## src/rtl/sha256_pkg.sv

```systemverilog
// Shared SHA-256 definitions: word/block widths, schedule FSM states and the
// rotate / small-sigma helpers used by both the message schedule and compression.
package sha256_pkg;

    localparam int unsigned WORD_W         = 32;
    localparam int unsigned BLOCK_W        = 512;
    localparam int unsigned ROUNDS_DEFAULT = 64;

    typedef enum logic {
        IDLE = 1'b0,
        RUN  = 1'b1
    } state_t;

    // n must stay in 1..31; every caller passes a constant
    function automatic logic [WORD_W-1:0] rotr(input logic [WORD_W-1:0] x,
                                               input int unsigned      n);
        return (x >> n) | (x << (WORD_W - n));
    endfunction

    function automatic logic [WORD_W-1:0] small_sigma0(input logic [WORD_W-1:0] x);
        return rotr(x, 7) ^ rotr(x, 18) ^ (x >> 3);
    endfunction

    function automatic logic [WORD_W-1:0] small_sigma1(input logic [WORD_W-1:0] x);
        return rotr(x, 17) ^ rotr(x, 19) ^ (x >> 10);
    endfunction

endpackage

```

## src/rtl/sha256_w_next.sv

```systemverilog
// Next schedule word from the sliding window: W[t+16] = s1(W[t+14]) + W[t+9]
// + s0(W[t+1]) + W[t], modulo 2^32.
module sha256_w_next
    import sha256_pkg::*;
(
    input  logic [WORD_W-1:0] w0,
    input  logic [WORD_W-1:0] w1,
    input  logic [WORD_W-1:0] w9,
    input  logic [WORD_W-1:0] w14,
    output logic [WORD_W-1:0] w_next
);

    assign w_next = small_sigma1(w14) + w9 + small_sigma0(w1) + w0;

endmodule

```

## src/rtl/sha256_msg_sched.sv

```systemverilog
// SHA-256 message schedule: accepts a 512-bit block, streams W0..W(ROUNDS-1)
// with round index. Optional `MSG_SCHED_ABORT_EN adds a synchronous abort input.
module sha256_msg_sched
    import sha256_pkg::*;
#(
    parameter int unsigned ROUNDS = ROUNDS_DEFAULT,
    parameter int unsigned IDX_W  = 6
) (
    input  logic               clk,
    input  logic               rst,
`ifdef MSG_SCHED_ABORT_EN
    input  logic               abort,
`endif
    input  logic               blk_valid,
    output logic               blk_ready,
    input  logic [BLOCK_W-1:0] blk_data,
    output logic               w_valid,
    input  logic               w_ready,
    output logic [WORD_W-1:0]  w_data,
    output logic [IDX_W-1:0]   w_idx,
    output logic               w_last
);

    localparam logic [IDX_W-1:0] LAST_IDX = IDX_W'(ROUNDS - 1);

    state_t            state;
    state_t            state_next;
    logic [WORD_W-1:0] window [0:15];
    logic [IDX_W-1:0]  idx;
    logic [WORD_W-1:0] w_new;
    logic              abort_req;
    logic              load;
    logic              advance;
    logic              at_last;

`ifdef MSG_SCHED_ABORT_EN
    assign abort_req = abort;
`else
    assign abort_req = 1'b0;
`endif

    assign at_last = (idx == LAST_IDX);

    always_comb begin
        state_next = state;
        blk_ready  = 1'b0;
        w_valid    = 1'b0;
        load       = 1'b0;
        advance    = 1'b0;
        case (state)
            IDLE: begin
                // ready is withheld during abort so upstream never sees a dropped handshake
                blk_ready = !abort_req;
                load      = blk_valid && !abort_req;
                if (load) state_next = RUN;
            end
            RUN: begin
                w_valid = 1'b1;
                if (abort_req) begin
                    state_next = IDLE;
                end else if (w_ready) begin
                    advance = 1'b1;
                    if (at_last) state_next = IDLE;
                end
            end
            default: state_next = IDLE;
        endcase
    end

    always_ff @(posedge clk or negedge rst) begin
        if (!rst) state <= IDLE;
        else      state <= state_next;
    end

    always_ff @(posedge clk or negedge rst) begin
        if (!rst) begin
            idx <= '0;
        end else if (load || abort_req) begin
            idx <= '0;
        end else if (advance) begin
            idx <= at_last ? '0 : idx + 1'b1;
        end
    end

    sha256_w_next u_w_next (
        .w0     (window[0]),
        .w1     (window[1]),
        .w9     (window[9]),
        .w14    (window[14]),
        .w_next (w_new)
    );

    always_ff @(posedge clk or negedge rst) begin
        if (!rst) begin
            for (int unsigned i = 0; i < 16; i++) window[i] <= '0;
        end else if (load) begin
            for (int unsigned i = 0; i < 16; i++)
                window[i] <= blk_data[BLOCK_W-1-WORD_W*i -: WORD_W];
        end else if (advance && !at_last) begin
            for (int unsigned i = 0; i < 15; i++) window[i] <= window[i+1];
            window[15] <= w_new;
        end
    end

    assign w_data = window[0];
    assign w_idx  = idx;
    assign w_last = (state == RUN) && at_last;

endmodule

```

## config.mk

```make
export PLATFORM = sky130hd
export DESIGN_NAME = sha256_msg_sched
export DESIGN_NICKNAME = d
export VERILOG_FILES = /design/src/rtl/sha256_pkg.sv /design/src/rtl/sha256_w_next.sv /design/src/rtl/sha256_msg_sched.sv
export SDC_FILE = /design/constraint.sdc
export NUM_CORES = 2
export LEC_CHECK = 0
export CORE_ASPECT_RATIO = 1.4
export CORE_MARGIN = 2
export CORE_UTILIZATION = 40
export DETAILED_ROUTE_END_ITERATION = 8
export PLACE_DENSITY = 0.72
export SETUP_SLACK_MARGIN = 0.3
export SYNTH_ARGS = -nofsm -noshare
export SYNTH_HDL_FRONTEND = slang
export SYNTH_SLANG_ARGS = --single-unit
```

## constraint.sdc

```tcl
create_clock -name clk -period 4.1 [get_ports clk]
set_input_delay 0.82 -clock clk [delete_from_list [all_inputs] [get_ports clk]]
set_output_delay 0.82 -clock clk [all_outputs]
set_load 0.02 [all_outputs]
```

==> impl_metrics.tcl <==
set metrics [dict create \
    totalWireLength_mm 113 \
    synth_nets 4044 \
    core_area_mm2 0.0692 \
    cts_buffers 54 \
    hp-class "in -> async" \
    skew_ns 0.0215 \
    drv_cap 0 \
    clkSinkCount 519 \
    finalNonFillerCells 4859 \
    area_delta_synth_final_pct 33.3 \
    clk_pin_slew_ns 0.07 \
    synthCells 3434 \
    via_per_inst 5.38 \
    grt_max_degree 134 \
    drtPass1Iterations 7 \
    synth_cell_types 57 \
    synth-edff-count 0 \
    synth_commonest_cells "1,012 x nand2_1, 525 x nor2_1, 519 x dfrtp_1" \
    crit_family "adder cells" \
    worstMarginPinSlew_ns 0.743 \
    wire_per_inst_um 23.2 \
    track_usage_pct 30.6 \
    setup.worst_path.start_class "flip-flop" \
    synth.most_common_cell "nand2_1" \
    yosys_warnings 0 \
    start_util_pct 40.4 \
    grt-ovfl-total 0 \
    path_max_fanout 3 \
    min_period_ns 3.86 \
    crit_slowest_cell "fa_1" \
    grt_pass1_vias 25200 \
    drive_gt1_share_pct 9.75 \
    tritoncts "yes" \
    hold_ws_ns 0.245 \
    cp_num_buf_inv 1 \
    drc_errors 0 \
    outcome "finished, final reports clean" \
    cpPeakStageDelay_ns 0.46 \
    ant_nets 0 \
    drtIter0Drc 2608 \
    dieArea_mm2 0.0721 \
    fmax_ghz 0.259 \
    yosysSeqAreaShare_pct 46.4 \
    setup_viol_count_final 0 \
    crit_type "reg -> reg" \
    vdd.ir_drop.worst_v 0.00125 \
    synth_flop_cell "dfrtp_1" \
    io_buffers 556 \
    antenna_found_initial 18 \
    grt_pass1_wl_mm 161 \
    path_cells "xnor2_2, xnor2_2, fa_1, fa_1, ha_2, fa_2, a211oi_4, o211ai_2, a21oi_2, o41ai_2, buf_4, o22ai_2, xnor2_1, o21ai_1" \
    vias 26100 \
    io_pins 557 \
    die_w_um 228 \
    period_share_pct 94.2 \
    slew_violations 0 \
    cp.arrival_ns 4.36 \
    dp.cells 4726 \
    htree_levels 2 \
    synthArstFlopShare_pct 100 \
    grt_setup_unrepaired "true" \
    synth_top_area_share_pct 46.4 \
    cts_max_path_buffers 3 \
    required_ns 4.59 \
    cts-root-buf "clkbuf_16" \
    leakage_nw 16.2 \
    power_density_mw_per_mm2 1140 \
    ys_ff_latch 519 \
    insertion_delay_ns 0.62 \
    yosysTopAreaCell "dfrtp_1" \
    nets 4484 \
    endpoint_kind "flip-flop" \
    num_rows 114 \
    syn-cell-area_mm2 0.0280 \
    dp_hpwl_mm 86.9 \
    finalHoldViolations 0 \
    post_synth.cell_area_avg_um2 8.15 \
    globalplace.congestion 0.991 \
    fp.dieH_um 317 \
    synth_area_leaders "dfrtp_1 46%, nand2_1 14%, a31oi_1 11%" \
    setup_tns_ns 0 \
    cts_hold_repair.buffers 0 \
    slew_headroom_pct 50.5 \
]
## where the power goes
part / leakage (nW) / internal [mW] / switching [mW]
clock: 0.894 / 2.87 / 2.23
sequential: 5.27 / 6.50 / 1.25
combinational: 10.0 / 12.6 / 17.0
## metal layers
metal,vias to the layer above,global-route usage [%],routed length (um)
li1,12200,-,-
met1,12600,35.8,41800
met2,1092,52.7,56100
met3,252,4.72,7440
met4,6,18.4,7420
met5,-,0,35
## path summary, 6_finish.rpt
kind / start / endpoint / slack, ns / depth (start not counted)
hold reg to reg: window[20] / window[20] / 0.53 / 2
min in group clk: window[20] / window[20] / 0.53 / 2
max in group asynchronous: rst / window[475] / 2.82 / 2
setup / recovery: window[467] / window[31] / 0.24 / 14
hold / removal: rst / window[283] / 0.24 / 1
setup reg to reg: window[467] / window[31] / 0.24 / 14
## timing repair
action | 4_1_cts | 5_1_grt
endpoints found under the setup margin | 20 | 20
gates resized for setup | 82 | 77
pin swaps | 28 | 35
setup buffers | 6 | 14
## kinds of logic after synthesis
family                     synth area share, %
AOI/OAI and AO/OA                         14.7
DFF                                       46.4
buffers and inverters                     6.95
muxes                                   0.0402
and+or+nand+nor                           21.5
xor gates and xnor gates                  4.54
adders and majority gates                 5.87
## worst register-to-register path, delay by kind of cell (launching register included)
kind | cells | cell delay (ns)
xor gates and xnor gates | 3 | 0.53
DFF | 1 | 0.41
AOI/OAI and AO/OA | 6 | 1.09
buffers and inverters | 1 | 0.17
adders and majority gates | 4 | 1.55
## cells in the final DEF, fill, tap and decap left out, types with 22 or more instances in the layout
cell             Yosys  layout
xnor2_2              0      42
fa_1                62      60
a21oi_1             60      45
buf_4               32     119
buf_12               0      26
o21ai_0             39      28
dfrtp_1            519     497
nor2_1             525     518
inv_1              130     129
dfrtp_2              0      22
clkdlybuf4s50_1      0     555
xnor2_1            115      73
nand2_1           1012    1006
xor2_1              30      29
clkbuf_16            0      55
a31oi_1            487     487
## sequential cells by signal (all words and copies together), names as in the netlist
register / cells
window: 480
state: 1
w_idx: 6
w_data: 32
## cell type report
cell class,instances,area (um^2)
Timing Repair Buffer,702,7000
Sequential cell,519,13000
Clock inverter,19,190
Fill cell,6464,31900
Multi-Input combinational cell,2467,13800
Inverter,130,488
Tap cell,928,1160
Clock buffer,79,1620
Antenna cell,15,37.5
## through the flow
step / worst slack (ns) / utilization (%) / cell area [um^2] / power [mW]
2_1_floorplan: 0.353 / - / 28000 / 22.7
3_3_place_gp: 0.0830 / 49.9 / 34600 / 32.8
3_5_place_dp: 0.00491 / 49.9 / 34600 / 32.7
4_1_cts: 0.237 / 53.2 / 36800 / 40.1
5_1_grt: 0.120 / 53.9 / 37300 / 45.0
6_report: 0.237 / 53.9 / 37300 / 42.5
Note: power is estimated with default switching activity, not from simulation.
